**src/rtl/seven_seg_pkg.sv**
```systemverilog
// Shared constants for the seven-segment scan driver: FSM state encoding,
// field widths and the active-high gfedcba hex glyph table.
package seven_seg_pkg;

    localparam int SEG_W    = 7;
    localparam int NIBBLE_W = 4;

    localparam logic [1:0] ST_OFF   = 2'd0;
    localparam logic [1:0] ST_BLANK = 2'd1;
    localparam logic [1:0] ST_DRIVE = 2'd2;

    // Entry n is the glyph for hex digit n, listed F down to 0.
    localparam logic [15:0][SEG_W-1:0] SEG_TABLE = {
        7'h71, 7'h79, 7'h5E, 7'h39,
        7'h7C, 7'h77, 7'h6F, 7'h7F,
        7'h07, 7'h7D, 7'h6D, 7'h66,
        7'h4F, 7'h5B, 7'h06, 7'h3F
    };

endpackage

```
**src/rtl/seven_seg_scan_driver_hex_to_seg.sv**
```systemverilog
// Combinational hex nibble to active-high {g,f,e,d,c,b,a} glyph.
// Ports: nibble (4-bit hex digit in), seg (7-bit glyph out).
module hex_to_seg
    import seven_seg_pkg::*;
(
    input  logic [NIBBLE_W-1:0] nibble,
    output logic [SEG_W-1:0]    seg
);

    assign seg = SEG_TABLE[nibble];

endmodule

```
**src/rtl/seven_seg_scan_driver.sv**
```systemverilog
// Time-multiplexed common-anode 7-segment driver with double-buffered value,
// frame-aligned Load/LoadAck handshake and one blank cycle between digits.
// Ports: Clk, Rst (async, active-high), Tick (advance strobe), Enable,
//   Value/DpIn (nibbles and decimal points, digit 0 in the LSBs), Load;
//   outputs LoadAck, An, Seg {g..a}, Dp, FrameDone (all registered).
// Optional: define SEVEN_SEG_LZ_BLANK_EN for leading-zero suppression.
module seven_seg_scan_driver
    import seven_seg_pkg::*;
#(
    parameter int NUM_DIGITS = 8,
    parameter int ACTIVE_LOW = 1
) (
    input  logic                         Clk,
    input  logic                         Rst,
    input  logic                         Tick,
    input  logic                         Enable,
    input  logic [NIBBLE_W*NUM_DIGITS-1:0] Value,
    input  logic [NUM_DIGITS-1:0]        DpIn,
    input  logic                         Load,
    output logic                         LoadAck,
    output logic [NUM_DIGITS-1:0]        An,
    output logic [SEG_W-1:0]             Seg,
    output logic                         Dp,
    output logic                         FrameDone
);

    localparam int   IDX_W = (NUM_DIGITS > 1) ? $clog2(NUM_DIGITS) : 1;
    localparam int   VAL_W = NIBBLE_W * NUM_DIGITS;
    localparam logic INV   = (ACTIVE_LOW != 0);

    logic [1:0]            state;
    logic [IDX_W-1:0]      index;
    logic [VAL_W-1:0]      staging;
    logic [NUM_DIGITS-1:0] staging_dp;
    logic [VAL_W-1:0]      display;
    logic [NUM_DIGITS-1:0] display_dp;
    logic                  pending;

    logic                  last;
    logic                  wrap;
    logic                  frame_start;
    logic                  transfer;
    logic [NIBBLE_W-1:0]   nibble;
    logic [SEG_W-1:0]      seg_raw;
    logic [SEG_W-1:0]      seg_on;
    logic [NUM_DIGITS-1:0] onehot;
    logic                  lz_blank;

    assign last = (index == IDX_W'(NUM_DIGITS - 1));
    assign wrap = Enable && (state == ST_DRIVE) && Tick && last;

    // Leaving OFF counts as a frame start, so a load queued while dark
    // lands before the first digit is shown.
    assign frame_start = wrap || (Enable && (state == ST_OFF));
    assign transfer    = frame_start && (pending || Load);

    assign nibble = display[NIBBLE_W*int'(index) +: NIBBLE_W];
    assign onehot = NUM_DIGITS'(1) << index;

    hex_to_seg u_hex_to_seg (
        .nibble (nibble),
        .seg    (seg_raw)
    );

`ifdef SEVEN_SEG_LZ_BLANK_EN
    logic [NUM_DIGITS-1:0] lz_mask;
    logic                  upper_zero;

    // A digit is a leading zero when it and every higher digit are zero;
    // digit 0 is left out so a zero value still shows "0".
    always_comb begin
        lz_mask    = '0;
        upper_zero = 1'b1;
        for (int i = NUM_DIGITS - 1; i > 0; i--) begin
            upper_zero = upper_zero &&
                (display[i*NIBBLE_W +: NIBBLE_W] == '0);
            lz_mask[i] = upper_zero;
        end
    end

    assign lz_blank = lz_mask[index];
`else
    assign lz_blank = 1'b0;
`endif

    assign seg_on = lz_blank ? '0 : seg_raw;

    always_ff @(posedge Clk or posedge Rst) begin
        if (Rst) begin
            state     <= ST_OFF;
            index     <= '0;
            FrameDone <= 1'b0;
        end else begin
            FrameDone <= wrap;
            if (!Enable) begin
                state <= ST_OFF;
                index <= '0;
            end else begin
                unique case (state)
                    ST_OFF:   state <= ST_BLANK;
                    ST_BLANK: state <= ST_DRIVE;
                    ST_DRIVE: begin
                        if (Tick) begin
                            state <= ST_BLANK;
                            index <= last ? '0 : index + IDX_W'(1);
                        end
                    end
                    default:  state <= ST_OFF;
                endcase
            end
        end
    end

    always_ff @(posedge Clk or posedge Rst) begin
        if (Rst) begin
            staging    <= '0;
            staging_dp <= '0;
            display    <= '0;
            display_dp <= '0;
            pending    <= 1'b0;
            LoadAck    <= 1'b0;
        end else begin
            LoadAck <= transfer;
            if (Load) begin
                staging    <= Value;
                staging_dp <= DpIn;
            end
            if (transfer) begin
                display    <= Load ? Value : staging;
                display_dp <= Load ? DpIn : staging_dp;
                pending    <= 1'b0;
            end else if (Load) begin
                pending <= 1'b1;
            end
        end
    end

    // Enable is folded in so the display goes dark on the very next cycle
    // rather than waiting for the OFF state to propagate.
    always_ff @(posedge Clk or posedge Rst) begin
        if (Rst) begin
            An  <= {NUM_DIGITS{INV}};
            Seg <= {SEG_W{INV}};
            Dp  <= INV;
        end else if (Enable && (state == ST_DRIVE)) begin
            An  <= onehot ^ {NUM_DIGITS{INV}};
            Seg <= seg_on ^ {SEG_W{INV}};
            Dp  <= display_dp[index] ^ INV;
        end else begin
            An  <= {NUM_DIGITS{INV}};
            Seg <= {SEG_W{INV}};
            Dp  <= INV;
        end
    end

endmodule

```
**config.mk**
```make
export PLATFORM = sky130hd
export DESIGN_NAME = seven_seg_scan_driver
export DESIGN_NICKNAME = d
export VERILOG_FILES = /design/src/rtl/seven_seg_pkg.sv /design/src/rtl/seven_seg_scan_driver_hex_to_seg.sv /design/src/rtl/seven_seg_scan_driver.sv
export SDC_FILE = /design/constraint.sdc
export NUM_CORES = 1
export LEC_CHECK = 0
export ABC_AREA = 1
export CORE_UTILIZATION = 30
export CTS_BUF_LIST = sky130_fd_sc_hd__clkbuf_4 sky130_fd_sc_hd__clkbuf_8 sky130_fd_sc_hd__clkbuf_16
export DETAILED_ROUTE_END_ITERATION = 10
export SYNTH_ARGS = -nofsm -noshare
export SYNTH_HDL_FRONTEND = slang
export SYNTH_SLANG_ARGS = --single-unit
```
**constraint.sdc**
```tcl
create_clock -name Clk -period 6.3 [get_ports Clk]
set_input_delay 1.26 -clock Clk [delete_from_list [all_inputs] [get_ports Clk]]
set_output_delay 1.26 -clock Clk [all_outputs]
set_load 0.1 [all_outputs]
```
**After elaboration in Yosys (flattened, before gate mapping)**

Memory sizes are Yosys's and may differ from the RTL's.
Cells that the tools add are included.

- Logic and storage cells: 54
- Flip-flop bits (word level): 104
- Memories kept: 1
- Bits in read-only memories: 112

Memories:

| memory | words | bits a word | rd ports | clocked after Yosys merged registers in | wr ports | RTL line | source |
|---|---|---|---|---|---|---|---|
| (name not given) | 16 | 7 | 1 | 0 | 0 | seven_seg_scan_driver_hex_to_seg.sv:10 | `assign seg = SEG_TABLE[nibble];` |

- Magnitude comparators: 2
- Eq/ne operators: 6
- Reduce and logical (&&, ||, !) cells: 10
- Bitwise logic cells: 3
- Mux-type cells: 17
- Shift operators: 2
- Add/sub/neg operators: 1

Operators by type and width:

| operator | count |
|---|---|
| 2-to-1 mux 32 bit | 1 |
| variable part select 32 x 6 -> 4 bit | 1 |
| 2-to-1 mux 8 bit | 2 |
| 2-to-1 mux 7 bit | 2 |
| 2-to-1 mux 3 bit | 4 |
| inverter 8 bit | 1 |
| << shifter 1 x 3 -> 8 bit (first input constant) | 1 |
| inverter 7 bit | 1 |
| one-hot mux 2 bit (3 select lines) | 1 |
| logical AND 1 bit | 5 |
| < comparator 4 x 5 -> 1 bit (second input constant) | 1 |
| < comparator 3 x 4 -> 1 bit (second input constant) | 1 |
| 2-to-1 mux 1 bit | 4 |
| 2-to-1 mux 2 bit | 2 |
| adder 3 x 1 -> 3 bit (second input constant) | 1 |
| binary-select mux 1 bit (select 3 bit) | 1 |
| == test 3 bit (second input constant) | 1 |
| inequality test 3 bit (second input constant) | 1 |
| == test 2 x 1 -> 1 bit (second input constant) | 1 |
| == test 2 bit (second input constant) | 1 |
| zero test 2 bit | 1 |
| logical OR 1 bit | 2 |
| inequality test 2 x 1 -> 1 bit (second input constant) | 1 |
| inequality test 2 bit (second input constant) | 1 |
| 3 further kinds | 3 |

**Logic depth before layout (Yosys ltp)**

- Depth in word-level cells: 7
- Gate-level depth with buffers: 14
- Depth with buffers taken out: 13

**Modules after synthesis**

Synthesis repeated with hierarchy kept, for this count alone.

- Cell total of the unflattened synthesis: 556
- Area total of the unflattened synthesis: 4678.2 um^2

Modules (own cells, without submodules):

| module | times used | area each (um^2) | seq. area each (um^2) | cells each |
|---|---|---|---|---|
| seven_seg_scan_driver | 1 | 4370.4 | 2622.5 | 503 |
| hex_to_seg | 1 | 307.8 | 0.0 | 53 |

**Worst setup path after synthesis**

Ideal clock, no wire load.

- Path kind: in2reg
- Start: in Load
- End: reg display[7]
- Arrival time: 2.088 ns
- Data required time: 6.174 ns
- Cell stages on the path: 5
- Setup time: 0.126 ns
- Setup slack: 4.086 ns
- Path through: clkbuf_1 > clkinv_1 > a21oi_4 > buf_2 > o21ai_0

- Longest elaborated chain between the ends: 2

Ends and longest elaborated chain:

| what | RTL line | source |
|---|---|---|
| start: declaration | seven_seg_scan_driver.sv:19 | `input logic Load,` |
| logical OR 1 bit | seven_seg_scan_driver.sv:55 | `assign transfer = frame_start && (pending \|\| Load);` |
| logical AND 1 bit | seven_seg_scan_driver.sv:55 |  |
| end signal: assignment | seven_seg_scan_driver.sv:129 | `display <= Load ? Value : staging;` |
| end: declaration | seven_seg_scan_driver.sv:35 | `logic [VAL_W-1:0] display;` |

Several ways; a longest one is shown, not always the timed one.
A chain may end at the register's enable or synchronous reset.

**Worst setup path in the final report**

- Start: in Enable
- End: reg display[29]

- Longest elaborated chain between the ends: 5

Ends and longest elaborated chain:

| what | RTL line | source |
|---|---|---|
| start: declaration | seven_seg_scan_driver.sv:16 | `input logic Enable,` |
| logical AND 1 bit (3 in series) | seven_seg_scan_driver.sv:50 | `assign wrap = Enable && (state == ST_DRIVE) && Tick && last;` |
| via wrap | seven_seg_scan_driver.sv:40 | `logic wrap;` |
| logical OR 1 bit | seven_seg_scan_driver.sv:54 | `assign frame_start = wrap \|\| (Enable && (state == ST_OFF));` |
| logical AND 1 bit | seven_seg_scan_driver.sv:55 |  |

The timed path passes the listed nets, and every way through them passes these cells.

==> flow_summary_export.csv <==
group,metric,value,unit
clock_network,postCtsResizedCells,0,
placement,hpwl,6.62,mm
run_status,status,"complete, but fails checks",
synth,synth_cells,546,
synth,ys_types,22,
floorplanning,num_rows,44,
synth,yosysTopAreaCellShare,48.3,%
synth,synth_area_leaders,"dfrtp_1 48%, nand2_1 19%, dfstp_2 9.2%, inv_1 5.1%, o21ai_0 4.7%",
synth,ys_seq_area_share,57.5,%
floorplanning,dieArea,15700,um^2
synth,synth_area,4560,um^2
clock_network,clkTransAtPathRegs,0.07,ns
worst_setup_path,slowest_stage,"buf_4",
drt,vias,3498,
worst_setup_path,cp_num_buf_inv,4,
drt,drc,2,
worst_setup_path,critPathKind,"primary input to flop",
cells_and_area,nets,657,
global_routing,grt_pass1_wl,17.1,mm
sta,hold_slack,0.472,ns
sta,setup_viol,0,
floorplanning,num_io_pins,63,
worst_hold_path,hold_class,"flop to flop",
synth,yosys_warnings,0,
drt,via_per_inst,4.43,
clock_network,clockBufferDepth,2,
global_routing,grt_pass1_vias,3627,
global_routing,grt_max_degree,83,
synth,avgSynthCellArea,8.35,um^2
worst_setup_path,cp.arrival,3.46,ns
floorplanning,die_width,125,um
pwr,cellPowerDensity,313,nW/um^2
worst_setup_path,critPathTopFamily,"buffers and inverters",
synth,ys_seq_elements,104,
worst_setup_path,endpoint_kind,"flop",
sta,finalHoldViolations,0,
clock_network,h-tree-depth,3,
sta,relSlewSlack,33.5,%
placement,port_buffers,62,
cells_and_area,syn_to_final_growth,24.7,%
global_routing,grt_antenna_before_repair,0,
worst_setup_path,critPathLaunchType,"primary input",
worst_setup_path,path_cells,"clkdlybuf4s50_1, inv_1, nor2_2, nand3_1, inv_1, nor2_1, a21oi_4, buf_4, o21ai_0",
cells_and_area,drive_above_1_share,6.94,%
floorplanning,floorplan.initialDensity,31.0,%
sta,skew,0.00904,ns
cells_and_area,multi_input_area,1590,um^2
pwr,p_leak,2.77,nW
global_routing,grt_overflow,0,
cells_and_area,nFillCells,1477,
placement,place.gp.congestion,0.824,
clock_network,clock-sinks,104,
pwr,peakVddDrop,0.140,mV
drt,drtIter0Drc,285,
sta,setup-tns-final,0,ns
clock_network,insertion_delay,0.35,ns
synth,synth_area_leader_cell,"dfrtp_1",
worst_setup_path,crit_fanout,82,
clock_network,cts-root-buf,"clkbuf_16",
run_status,violations,"design-rule violations",
worst_setup_path,cp_data_required_time,6.49,ns
job,maxCapViolCount,0,
sta,fmax,306,MHz
sta,period_minus_slack,3.27,ns
drt,wl,9.89,mm
sta,worst_slew_pin_slew,0.995,ns
sta,rsz0062_at_grt,"no",
clock_network,cts_buffers,9,
global_routing,grtUsageTotal,13.6,%
drt,wl_per_cell,12.5,um
clock_network,cts_tree,"yes",
drt,firstDrtPassIters,9,
clock_network,cts_hold_buf,0,
worst_setup_path,cpMostUsedCell,"inv_1",
synth,synth_nets,603,
worst_setup_path,cp_slowest_stage_delay,0.55,ns
sta,slew_violations,0,
floorplanning,core-area,14700,um^2
floorplanning,die_y,125,um
sta,period_share,51.8,%
cells_and_area,seqCellArea,2620,um^2
clock_network,cts_setup_buffers,0,
drt,antenna_left,0,
cells_and_area,num_antenna_cells,0,
[per-layer routing]
metal / wire length (um) / vias to the layer above / track usage (%)
met5: 0 / - / 0
met4: 146 / 0 / 4.38
met3: 425 / 21 / 2.91
met2: 4520 / 81 / 22.6
met1: 4790 / 1615 / 17.6
li1: - / 1781 / -
[synthesized netlist by cell type]
library cell	number
a211oi_1	1
a21oi_1	10
a21oi_4	1
buf_2	11
buf_4	2
clkbuf_1	11
clkinv_1	1
dfrtp_1	88
dfstp_2	16
ha_1	12
inv_1	62
nand2_1	231
nand2_2	1
nand3_1	40
nand3b_1	1
nor2_1	9
nor2_2	1
nor3_1	1
o21ai_0	43
o21ai_1	2
o31ai_1	1
or2_2	1
[final timing paths]
| check | start | endpoint | slack [ns] | cells after the start |
|---|---|---|---|---|
| worst max-delay path | Enable | display[29] | 3.03 | 9 |
| worst min-delay path | staging[23] | staging[23] | 0.47 | 2 |
| worst max register to register | index[0] | Seg[5] | 3.38 | 12 |
| worst min register to register | staging[23] | staging[23] | 0.47 | 2 |
| max in group asynchronous | Rst | display[6] | 3.82 | 3 |
| min in group asynchronous | Rst | staging[21] | 1.31 | 2 |
[state kept, by name (all words and copies together), names as in the netlist, 2 cells and up]
signal / cells
staging: 32
An: 8
state: 2
index: 3
display: 32
staging_dp: 8
Seg: 7
display_dp: 8
[cell type report]
type | count | share of cell area, %
sequential | 104 | 46.1
timing repair buffer | 67 | 11.6
clock inverter | 6 | 2.02
inverter | 63 | 4.20
clock buffer | 10 | 4.09
tap | 184 | 4.05
multi-input combinational | 355 | 27.9
[worst min-delay path: stages, from the launching register on]
cell and delay (ns):
dfrtp_1 0.32, nand2_1 0.05, nand2_1 0.07
[metrics by stage]
stage | instance area [um^2] | utilization [%] | power [W] | std cells | worst slack, ns
after floorplan | 4560 | - | 0.00105 | 546 | 2.33
after global routing | 5690 | 38.7 | 0.00188 | 789 | 2.80
final | 5690 | 38.7 | 0.00178 | 789 | 3.03
after detailed placement | 5340 | 36.3 | 0.00115 | 773 | 2.76
after CTS | 5690 | 38.7 | 0.00179 | 789 | 3.03
after global placement | 5340 | 36.3 | 0.00113 | 773 | 2.90
[layout by cell type, fill, tap and decap left out, drive strengths merged]
cell type and n:
o31ai 1, dfrtp 88, a211oi 1, dfstp 16, a21oi 11, ha 12
clkinv 2, clkbuf 10, nand3 40, inv 63, or2 1, o21ai 45
nor2 10, nand3b 1, clkinvlp 1, nand2 232, buf 5, nor3 1
bufinv 3, clkdlybuf4s50 62
[where the power goes]
group	switching, W	leakage (nW)	total [W]	internal [W]
clock network	0.000248	0.167	0.000643	0.000395
logic	0.000229	1.34	0.000344	0.000115
registers	0.0000315	1.26	0.000794	0.000762
total	0.000508	2.77	0.00178	0.00127
[cell families (layout without fill, tap and decap cells)]
| kind of cell | after synthesis | count (layout) | share of synthesized area [%] |
|---|---|---|---|
| simple gates | 285 | 285 | 24.8 |
| flops | 104 | 104 | 57.5 |
| buf+inv | 87 | 146 | 7.63 |
| compound gates | 58 | 58 | 6.72 |
| fa+ha+maj | 12 | 12 | 3.29 |
Power figures use the tool's default switching activity.
